<file path="config.mk">
export PLATFORM = sky130hd
export DESIGN_NAME = vram_blit
export DESIGN_NICKNAME = d
export VERILOG_FILES = /design/src/rtl/vram_blit.sv
export SDC_FILE = /design/constraint.sdc
export NUM_CORES = 1
export LEC_CHECK = 0
export CELL_PAD_IN_SITES_DETAIL_PLACEMENT = 1
export CELL_PAD_IN_SITES_GLOBAL_PLACEMENT = 1
export CORE_MARGIN = 2
export CORE_UTILIZATION = 40
export CTS_CLUSTER_SIZE = 40
export DETAILED_ROUTE_END_ITERATION = 8
export PLACE_DENSITY = 0.8
export SLEW_MARGIN = 20
export SYNTH_ARGS = -nofsm -noshare
export SYNTH_HDL_FRONTEND = slang
export SYNTH_SLANG_ARGS = --single-unit
</file>
<file path="constraint.sdc">
create_clock -name i_clk -period 3 [get_ports i_clk]
set_input_delay 0.45 -clock i_clk [delete_from_list [all_inputs] [get_ports i_clk]]
set_output_delay 0.45 -clock i_clk [all_outputs]
set_load 0.01 [all_outputs]
</file>
<file path="src/rtl/vram_blit.sv">
// rtl/vram_blit.sv - VRAM fill / scroll-up blitter; optional i_abort when VRAM_BLIT_ABORT_EN is defined.
module vram_blit #(
  parameter int ADDR_W = 11,
  parameter int DATA_W = 8,
  parameter int COLS   = 64,
  parameter int ROWS   = 32
) (
  input  logic                       i_clk,
  input  logic                       i_rst_n,
  input  logic                       i_start,
  input  logic                       i_mode,
  input  logic [ADDR_W-1:0]          i_first,
  input  logic [ADDR_W-1:0]          i_last,
  input  logic [$clog2(ROWS+1)-1:0]  i_nrows,
  input  logic [DATA_W-1:0]          i_fill,
  output logic                       o_busy,
  output logic                       o_done,
  output logic [ADDR_W-1:0]          o_vram_addr,
  output logic                       o_vram_ce,
  output logic                       o_vram_w,
  output logic [DATA_W-1:0]          o_vram_din,
  input  logic [DATA_W-1:0]          i_vram_dout
`ifdef VRAM_BLIT_ABORT_EN
  ,
  input  logic                       i_abort
`endif
);

  localparam int AW1  = ADDR_W + 1;
  localparam int NR_W = $clog2(ROWS + 1);
  localparam logic [AW1-1:0] SCREEN_END = AW1'(ROWS * COLS - 1);
  localparam logic [AW1-1:0] COLS_X     = AW1'(COLS);

  typedef enum logic [2:0] {
    S_IDLE,
    S_FILL,
    S_SCR_RD,
    S_SCR_WR,
    S_DONE
  } state_t;

  state_t              state_q, state_d;
  logic [AW1-1:0]      cur_q, cur_d;
  logic [AW1-1:0]      end_q, end_d;
  logic [AW1-1:0]      copy_end_q, copy_end_d;
  logic [ADDR_W-1:0]   src_off_q, src_off_d;
  logic [DATA_W-1:0]   fill_q, fill_d;
  logic [ADDR_W-1:0]   addr_q, addr_d;

  always_ff @(posedge i_clk or negedge i_rst_n) begin
    if (!i_rst_n) begin
      state_q    <= S_IDLE;
      cur_q      <= '0;
      end_q      <= '0;
      copy_end_q <= '0;
      src_off_q  <= '0;
      fill_q     <= '0;
      addr_q     <= '0;
    end else begin
      state_q    <= state_d;
      cur_q      <= cur_d;
      end_q      <= end_d;
      copy_end_q <= copy_end_d;
      src_off_q  <= src_off_d;
      fill_q     <= fill_d;
      addr_q     <= addr_d;
    end
  end

  always_comb begin
    state_d     = state_q;
    cur_d       = cur_q;
    end_d       = end_q;
    copy_end_d  = copy_end_q;
    src_off_d   = src_off_q;
    fill_d      = fill_q;
    o_busy      = 1'b0;
    o_done      = 1'b0;
    o_vram_addr = addr_q;
    o_vram_ce   = 1'b0;
    o_vram_w    = 1'b0;
    o_vram_din  = '0;

    case (state_q)
      S_IDLE: begin
        if (i_start) begin
          fill_d = i_fill;
          if (!i_mode) begin
            if (i_first > i_last) begin
              state_d = S_DONE;
            end else begin
              cur_d   = {1'b0, i_first};
              end_d   = {1'b0, i_last};
              state_d = S_FILL;
            end
          end else if (i_nrows == '0) begin
            state_d = S_DONE;
          end else if (i_nrows >= NR_W'(ROWS)) begin
            cur_d   = '0;
            end_d   = SCREEN_END;
            state_d = S_FILL;
          end else begin
            // copy_end is the last destination word of the copy phase
            cur_d      = '0;
            src_off_d  = ADDR_W'(i_nrows) * ADDR_W'(COLS);
            copy_end_d = (AW1'(ROWS) - AW1'(i_nrows)) * COLS_X - AW1'(1);
            state_d    = S_SCR_RD;
          end
        end
      end
      S_FILL: begin
        o_busy      = 1'b1;
        o_vram_addr = cur_q[ADDR_W-1:0];
        o_vram_ce   = 1'b1;
        o_vram_w    = 1'b1;
        o_vram_din  = fill_q;
        if (cur_q == end_q) state_d = S_DONE;
        else                cur_d   = cur_q + AW1'(1);
      end
      S_SCR_RD: begin
        o_busy      = 1'b1;
        o_vram_addr = cur_q[ADDR_W-1:0] + src_off_q;
        o_vram_ce   = 1'b1;
        state_d     = S_SCR_WR;
      end
      S_SCR_WR: begin
        o_busy      = 1'b1;
        o_vram_addr = cur_q[ADDR_W-1:0];
        o_vram_ce   = 1'b1;
        o_vram_w    = 1'b1;
        o_vram_din  = i_vram_dout;
        if (cur_q == copy_end_q) begin
          cur_d   = copy_end_q + AW1'(1);
          end_d   = SCREEN_END;
          state_d = S_FILL;
        end else begin
          cur_d   = cur_q + AW1'(1);
          state_d = S_SCR_RD;
        end
      end
      S_DONE: begin
        o_done  = 1'b1;
        state_d = S_IDLE;
      end
      default: state_d = S_IDLE;
    endcase

`ifdef VRAM_BLIT_ABORT_EN
    if (o_busy && i_abort) state_d = S_DONE;
`endif

    addr_d = o_busy ? o_vram_addr : addr_q;
  end

endmodule

</file>
==> Word-level counts from Yosys, hierarchy flattened <==
Cells that the tools add are included.
{ "op_classes": {"addsub": 5, "n_mul": 0, "div_mod_pow": 0, "magnitude_cmp": 2, "n_eq_ne": 13, "shifts": 0, "muxes": 27, "bitwise": 2, "n_reduce_logical": 11} }
{ "ops": {"columns": ["operator", "n"], "rows": [
  ["12-bit two-way mux", 12],
  ["12-bit case mux with 3 select lines", 1],
  ["12-bit by 1-bit adder with 12-bit output (second input constant)", 2],
  ["12-bit == test", 2],
  ["12-bit case mux with 2 select lines", 1],
  ["11-bit case mux with 2 select lines", 1],
  ["8-bit case mux with 2 select lines", 1],
  ["3-bit two-way mux", 5],
  ["3-bit case mux with 4 select lines", 1],
  ["12-bit by 1-bit subtractor with 12-bit output (second input constant)", 1],
  ["11-bit adder", 1],
  ["11-bit > comparator", 1],
  ["5-bit AND reduction", 2],
  ["3-bit != test (second input constant)", 3],
  ["2-bit != test (second input constant)", 4],
  ["3-bit by 2-bit == test with 1-bit output (second input constant)", 2],
  ["6-bit greater-or-equal comparator (second input constant)", 1],
  ["6-bit logical NOT", 1],
  ["6-bit AND reduction", 1],
  ["6-bit subtractor (first input constant)", 1],
  ["2-bit two-way mux", 2],
  ["2-bit AND reduction", 2],
  ["3-bit by 1-bit == test with 1-bit output (second input constant)", 1],
  ["3-bit == test (second input constant)", 1],
  ["other kinds (7)", 10]
]} }
{ "word_totals": {"regBits": 63, "latchBits": 0, "ramBits": 0, "mem_bits_ro": 0, "in_bits": 48, "output_inout_bits": 23, "wordCells": 67, "n_memories": 0} }

==> Logic depth before layout (Yosys ltp) <==
Gate-level depths: netlist of run 1.
{ "logic_depth": {"depth_word": 6, "depth_mapped": 9, "depth_no_buf": 8} }

==> Worst setup path after synthesis of run 1 <==
No wires, ideal clock.
{ "synth_timing": {"kind": "reg2out", "from": "register cur_q[6]", "to": "output o_vram_addr[10]", "arrival_time_ns": 1.901, "required_ns": 2.550, "setup_slack_ns": 0.649, "stages_incl_launch_ff": 9, "path_buffers": 0, "path_cell_list": "dfrtp_1 > ha_1 > fa_1 > a21o_1 > a21oi_1 > xnor2_1 > a21oi_1 > o21bai_1 > o22a_1"} }
{ "synth_between": {"elab_chain_cells": 2} }
{ "synth_rtl": {"columns": ["element", "line", "text"], "rows": [
  ["start, declared", "43", "logic [AW1-1:0] cur_q, cur_d;"],
  ["start signal, assigned", "61", "cur_q <= cur_d;"],
  ["11-bit adder", "122", "o_vram_addr = cur_q[ADDR_W-1:0] + src_off_q;"],
  ["11-bit case mux with 2 select lines", "84", "case (state_q)"],
  ["end, declared", "18", "output logic [ADDR_W-1:0] o_vram_addr,"]
]} }
Every way passes these cells.

==> Worst setup path in the final report of run 1 <==
Same ends and word-level chain as after synthesis.

==> results of run 1 <==
[logic make-up (layout without fill, tap and decap cells)]
group	Yosys count	count (layout)	synth area share
simple gates	135	135	0.173
mux	40	40	0.110
flops	57	57	0.368
buf+inv	50	143	0.0548
compound gates	92	92	0.164
fa+ha+maj	19	19	0.0632
xor+xnor	30	30	0.0677
[critical path: stages, from the launching register on]
cell and delay [ns]:
dfrtp_1 0.40, ha_2 0.22, fa_2 0.40, a21o_1 0.20, a21oi_2 0.17, xnor2_2 0.14
a21oi_1 0.08, o21bai_2 0.21, o22a_1 0.18, clkbuf_2 0.12
[cell type report]
cell class / count / area [um2]
Multi-Input combinational cell: 316 / 2260
Timing Repair Buffer: 100 / 927
Clock buffer: 11 / 151
Fill cell: 1126 / 4250
Sequential cell: 57 / 1430
Tap cell: 129 / 161
Inverter: 27 / 101
Clock inverter: 5 / 53.8
[metrics by stage]
step	total power, mW	util	worst slack (ns)	hold slack, ns
CTS	4.53	0.542	-0.00350	0.249
finish	4.56	0.545	0.0827	0.209
global route	4.87	0.545	-0.00242	0.280
global placement	3.63	0.519	0.0523	0.451
detailed placement	3.73	0.519	-0.00473	0.461
floorplan	2.77	-	0.649	0.154
[final timing paths]
path                                        start                     to  slack, ns  cells after the start
min                                       i_rst_n   end_q[4]$_DFFE_PN0P_       0.21                      1
max reg2reg                state_q[2]$_DFFE_PN0P_   cur_q[6]$_DFFE_PN0P_       0.43                      6
max in group asynchronous                 i_rst_n  fill_q[4]$_DFFE_PN0P_       1.99                      2
min in group i_clk          addr_q[9]$_DFFE_PN0N_  addr_q[9]$_DFFE_PN0N_       0.48                      2
min reg2reg                 addr_q[9]$_DFFE_PN0N_  addr_q[9]$_DFFE_PN0N_       0.48                      2
max                          cur_q[6]$_DFFE_PN0P_        o_vram_addr[10]       0.08                      9
[per-layer routing]
metal	vias to the layer above	global-route usage
met3	16	0.0475
li1	1683	-
met5	-	0
met1	1806	0.310
met2	98	0.416
met4	0	0.0667
[state kept, by name, indices dropped and copies added, names as in the netlist]
name,flops
end_q,11
src_off_q,5
cur_q,12
state_q,3
copy_end_q,7
addr_q,11
fill_q,8
[cells in the mapped netlist, types with 2 or more instances]
| cell | number | area share |
|---|---|---|
| dfrtp_1 | 57 | 0.37 |
| nor2_1 | 45 | 0.044 |
| nand2_1 | 30 | 0.029 |
| inv_1 | 27 | 0.026 |
| o21ai_0 | 21 | 0.027 |
| mux2i_1 | 20 | 0.052 |
| ha_1 | 18 | 0.058 |
| xnor2_1 | 17 | 0.038 |
| mux2_2 | 14 | 0.041 |
| a21oi_1 | 13 | 0.017 |
| xor2_1 | 13 | 0.029 |
| a211oi_1 | 12 | 0.023 |
| nand3_1 | 12 | 0.015 |
| clkbuf_1 | 10 | 0.0097 |
| nor3_1 | 10 | 0.013 |
| buf_2 | 8 | 0.010 |
| o22ai_1 | 8 | 0.013 |
| mux2_1 | 6 | 0.017 |
| nand4_1 | 6 | 0.0097 |
| nor4_1 | 6 | 0.0097 |
| a22oi_1 | 5 | 0.0097 |
| and3_1 | 5 | 0.0081 |
| buf_4 | 4 | 0.0077 |
| o21bai_1 | 4 | 0.0077 |
| a211oi_2 | 3 | 0.0097 |
| a21o_1 | 3 | 0.0058 |
| and2_1 | 3 | 0.0048 |
| nor2b_1 | 3 | 0.0048 |
| o21ai_1 | 3 | 0.0039 |
| o22a_1 | 3 | 0.0068 |
| a221oi_1 | 2 | 0.0045 |
| nand2b_1 | 2 | 0.0032 |
| o31ai_1 | 2 | 0.0039 |
| or2_2 | 2 | 0.0032 |
| or3_1 | 2 | 0.0032 |
[timing repair]
item	CTS	global route
hold buffers	0	0
endpoints found under the setup margin	3	2
gates resized for setup	5	5
pin swaps	3	5
buffers inserted	1	2
endpoints found under the hold margin	0	0
[where the power goes]
group / internal (mW) / total (mW) / leakage, nW / switching (mW)
sequential: 1.11 / 1.48 / 0.685 / 0.371
combinational: 1.17 / 2.31 / 1.45 / 1.14
clock: 0.426 / 0.767 / 0.109 / 0.341
total: 2.71 / 4.56 / 2.25 / 1.85
==> flow_summary.json, run 1 <==
{
  "tightest_slew_ns": 0.867,
  "met2_length_um": 6090,
  "status": "completed",
  "vdd_drop_max_mv": 0.310,
  "tns_ns": 0,
  "rows": 35,
  "grt_pass1_wl_um": 19400,
  "top_layer_used": "met4",
  "hold_violations": 0,
  "syn_area_per_cell_um2": 9.17,
  "fp.dieH_um": 102,
  "htreeDepth": 3,
  "ant_nets": 0,
  "clk_pin_slew_ns": 0.07,
  "synth_edf_count": 0,
  "synth-seq-cells": 57,
  "setup_viol": 0,
  "cp_max_fo": 2,
  "place_hpwl_um": 9280,
  "layout-drive-gt1-share": 0.155,
  "first_pass_iters": 5,
  "critPathKind": "reg2out",
  "leakagePower_nw": 2.25,
  "fin_crit_ns": 2.92,
  "netlist_area_mm2": 0.00388,
  "relSlewSlack": 0.422,
  "synthDistinctLibCells": 59,
  "placed_area_mm2": 0.00484,
  "vias": 3603,
  "endpoint_kind": "output port",
  "route.met3.wl_um": 521,
  "async_flop_share": 1.00,
  "wl_met1_um": 5480,
  "clk_latency_ns": 0.35,
  "drc": 0,
  "tritoncts_num_sinks": 57,
  "instances_no_fill": 645,
  "cellPowerDensity_mw_per_mm2": 897,
  "grt_max_degree": 39,
  "grt_overflow_total": 0,
  "cp.required_ns": 2.55,
  "layout_commonest_cell": "clkdlybuf4s50_1",
  "startpoint_type": "flop",
  "routed_wirelength_um": 12300,
  "min_period_over_period": 0.972,
  "wire_per_inst_um": 19.0,
  "io_pins": 71,
  "antennaDiodeCount": 0,
  "cts_buffers": 9,
  "antenna_found_initial": 0,
  "final_nets": 578,
  "area_delta_synth_final_pct": 31.0,
  "drt_iter0_markers": 193,
  "maxCapViolations": 0,
  "grt_usage": 0.241,
  "report.final.slew_viol_count": 0,
  "cts.path.max_buffers": 2,
  "seq_area_frac_synth": 0.368,
  "hold_class": "in2async",
  "ys_warn_count": 0,
  "core-area_mm2": 0.00933,
  "grt_pass1_vias": 3834,
  "dp.cells": 626,
  "fp.dieW_um": 102,
  "synth_ff_type": "dfrtp_1",
  "syn_inst": 423,
  "cts_tree": "done",
  "cp.arrival_ns": 2.47,
  "start_util": 0.416,
  "finish.instance_area_mm2": 0.00508,
  "clock_skew_ns": 0.0103,
  "fmax_mhz": 343,
  "place_congestion": 0.923,
  "dieArea_mm2": 0.0105,
  "port_buffers": 70,
  "synth_nets": 490,
  "final_cell_mix": "clkdlybuf4s50_1, dfrtp_1, nor2_1",
  "ctsRootBufferMaster": "clkbuf_8",
  "viasPerCell": 5.59
}
(Power assumes the default switching activity.)
==> inputs of run 2 (changes only) <==
CORE_MARGIN = 4   (was 2)
==> run 2 against run 1 <==
Wire length increased by 3.8%. Setup slack improved by 0.021 ns. Non-clock buffer count is 1 lower. Highest routed layer unchanged. Global-route usage fell by 0.94 points.
==> flow_summary.json, run 2 (same netlist as run 1, synthesis figures left out) <==
{
  "antennaDiodeCount": 0,
  "hold_violations": 0,
  "final_nets": 577,
  "io_pins": 71,
  "wl_met1_um": 5620,
  "dieArea_mm2": 0.0113,
  "maxCapViolations": 0,
  "start_util": 0.416,
  "endpoint_kind": "output port",
  "drc": 0,
  "total_power_mw": 4.68,
  "rows": 35,
  "startpoint_type": "flop",
  "min_period_over_period": 0.965,
  "place_ws_ns": -0.0382,
  "fmax_mhz": 345,
  "final_cell_mix": "clkdlybuf4s50_1, dfrtp_1, nor2_1",
  "relSlewSlack": 0.487,
  "clock_skew_ns": 0.0102,
  "vdd_drop_max_mv": 0.288,
  "vias": 3574,
  "place_hpwl_um": 9780,
  "largest_register_ffs": 12,
  "place_congestion": 0.873,
  "fp.dieW_um": 106,
  "routed_wirelength_um": 12700,
  "grt_pass1_wl_um": 20600,
  "fillers": 1085,
  "route.met3.wl_um": 546,
  "tritoncts_num_sinks": 57,
  "antenna_found_initial": 0,
  "report.final.slew_viol_count": 0,
  "tns_ns": 0,
  "met2_length_um": 6300,
  "cts_buffers": 9,
  "tightest_slew_ns": 0.767,
  "cts.path.max_buffers": 2,
  "first_pass_iters": 4,
  "cts_tree": "done",
  "top_layer_used": "met4",
  "multi_input_area_mm2": 0.00228,
  "cellPowerDensity_mw_per_mm2": 915,
  "leakagePower_nw": 2.25,
  "cp.required_ns": 2.55,
  "rsz0062_at_grt": "false",
  "setup_viol": 0,
  "layout_commonest_cell": "clkdlybuf4s50_1",
  "r2r_slack_ns": 0.38,
  "hold_class": "in2async",
  "grt_overflow_total": 0,
  "htreeDepth": 3,
  "clk_pin_slew_ns": 0.07,
  "port_buffers": 70,
  "fin_ws_ns": 0.104,
  "cp.arrival_ns": 2.45,
  "grt_max_degree": 34,
  "regArea_mm2": 0.00143,
  "cp_max_fo": 2,
  "critPathKind": "reg2out",
  "fin_crit_ns": 2.90,
  "viasPerCell": 5.55,
  "fp.dieH_um": 106,
  "ctsRootBufferMaster": "clkbuf_8",
  "layout-drive-gt1-share": 0.153,
  "area_delta_synth_final_pct": 32.0,
  "grt_pass1_vias": 3943,
  "largestRegisters": "cur_q x12, addr_q x11, end_q x11",
  "status": "completed",
  "hold_buffers": 0,
  "grt_usage": 0.232,
  "ant_nets": 0,
  "core-area_mm2": 0.00933,
  "wire_per_inst_um": 19.8,
  "clk_latency_ns": 0.34,
  "drt_iter0_markers": 190,
  "top_register": "cur_q"
}
-- run 2: changes by cell type in the layout (fill, tap and decap cells not counted), sizes merged --
cell,delta
buf,-1
bufinv,+1
clkbuf,-1
clkdlybuf4s15,+1
clkinv,-1
-- run 2: layer usage --
layer | track usage | vias up
met2 | 0.390 | 90
li1 | - | 1680
met1 | 0.300 | 1781
met4 | 0.0776 | 0
met5 | 0 | -
met3 | 0.0431 | 23
-- run 2: worst paths after layout --
kind / startpoint / to / cells past startpoint
worst min-delay path: i_rst_n / end_q[6]$_DFFE_PN0P_ / 1
max in group asynchronous: i_rst_n / cur_q[7]$_DFFE_PN0P_ / 2
worst max register to register: cur_q[1]$_DFFE_PN0P_ / cur_q[1]$_DFFE_PN0P_ / 6
worst max-delay path: cur_q[6]$_DFFE_PN0P_ / o_vram_addr[10] / 9
worst min register to register: addr_q[4]$_DFFE_PN0N_ / addr_q[4]$_DFFE_PN0N_ / 2
min in group i_clk: addr_q[4]$_DFFE_PN0N_ / addr_q[4]$_DFFE_PN0N_ / 2
-- run 2: what timing repair did --
action,4_1_cts,5_1_grt
buffers inserted,1,0
pin swaps,2,5
resized for setup,4,9
endpoints found under the hold margin,0,0
endpoints found under the setup margin,2,2
-- run 2: final cells by class --
class                   instances  share of cell area
multi-input cells             316               0.444
flip-flops and latches         57               0.278
repair buffers                 99               0.183
well taps                     129              0.0315
clock buffers                  11              0.0276
inverters                      27              0.0198
clock inverters                 5              0.0154
-- run 2: critical path, cell delays in order, from the launching register on --
cell,delay (ns)
dfrtp_1,0.39
ha_2,0.20
fa_2,0.34
a21o_1,0.18
a21oi_2,0.18
xnor2_2,0.16
a21oi_2,0.07
o21bai_4,0.18
o22a_1,0.18
clkdlybuf4s15_1,0.23
-- run 2: power by group --
| group | switching, mW | internal, mW | total [mW] |
|---|---|---|---|
| Sequential | 0.343 | 1.11 | 1.45 |
| Combinational | 1.20 | 1.20 | 2.40 |
| Clock | 0.338 | 0.490 | 0.827 |
| Total | 1.88 | 2.80 | 4.68 |
-- run 2: metrics by stage --
stage	instance area, um2	util	hold slack [ns]	instances
floorplan	3880	-	0.154	423
global placement	4860	0.521	0.451	627
detailed placement	4860	0.521	0.461	627
CTS	5090	0.546	0.155	644
global route	5120	0.549	0.180	644
finish	5120	0.549	0.150	644
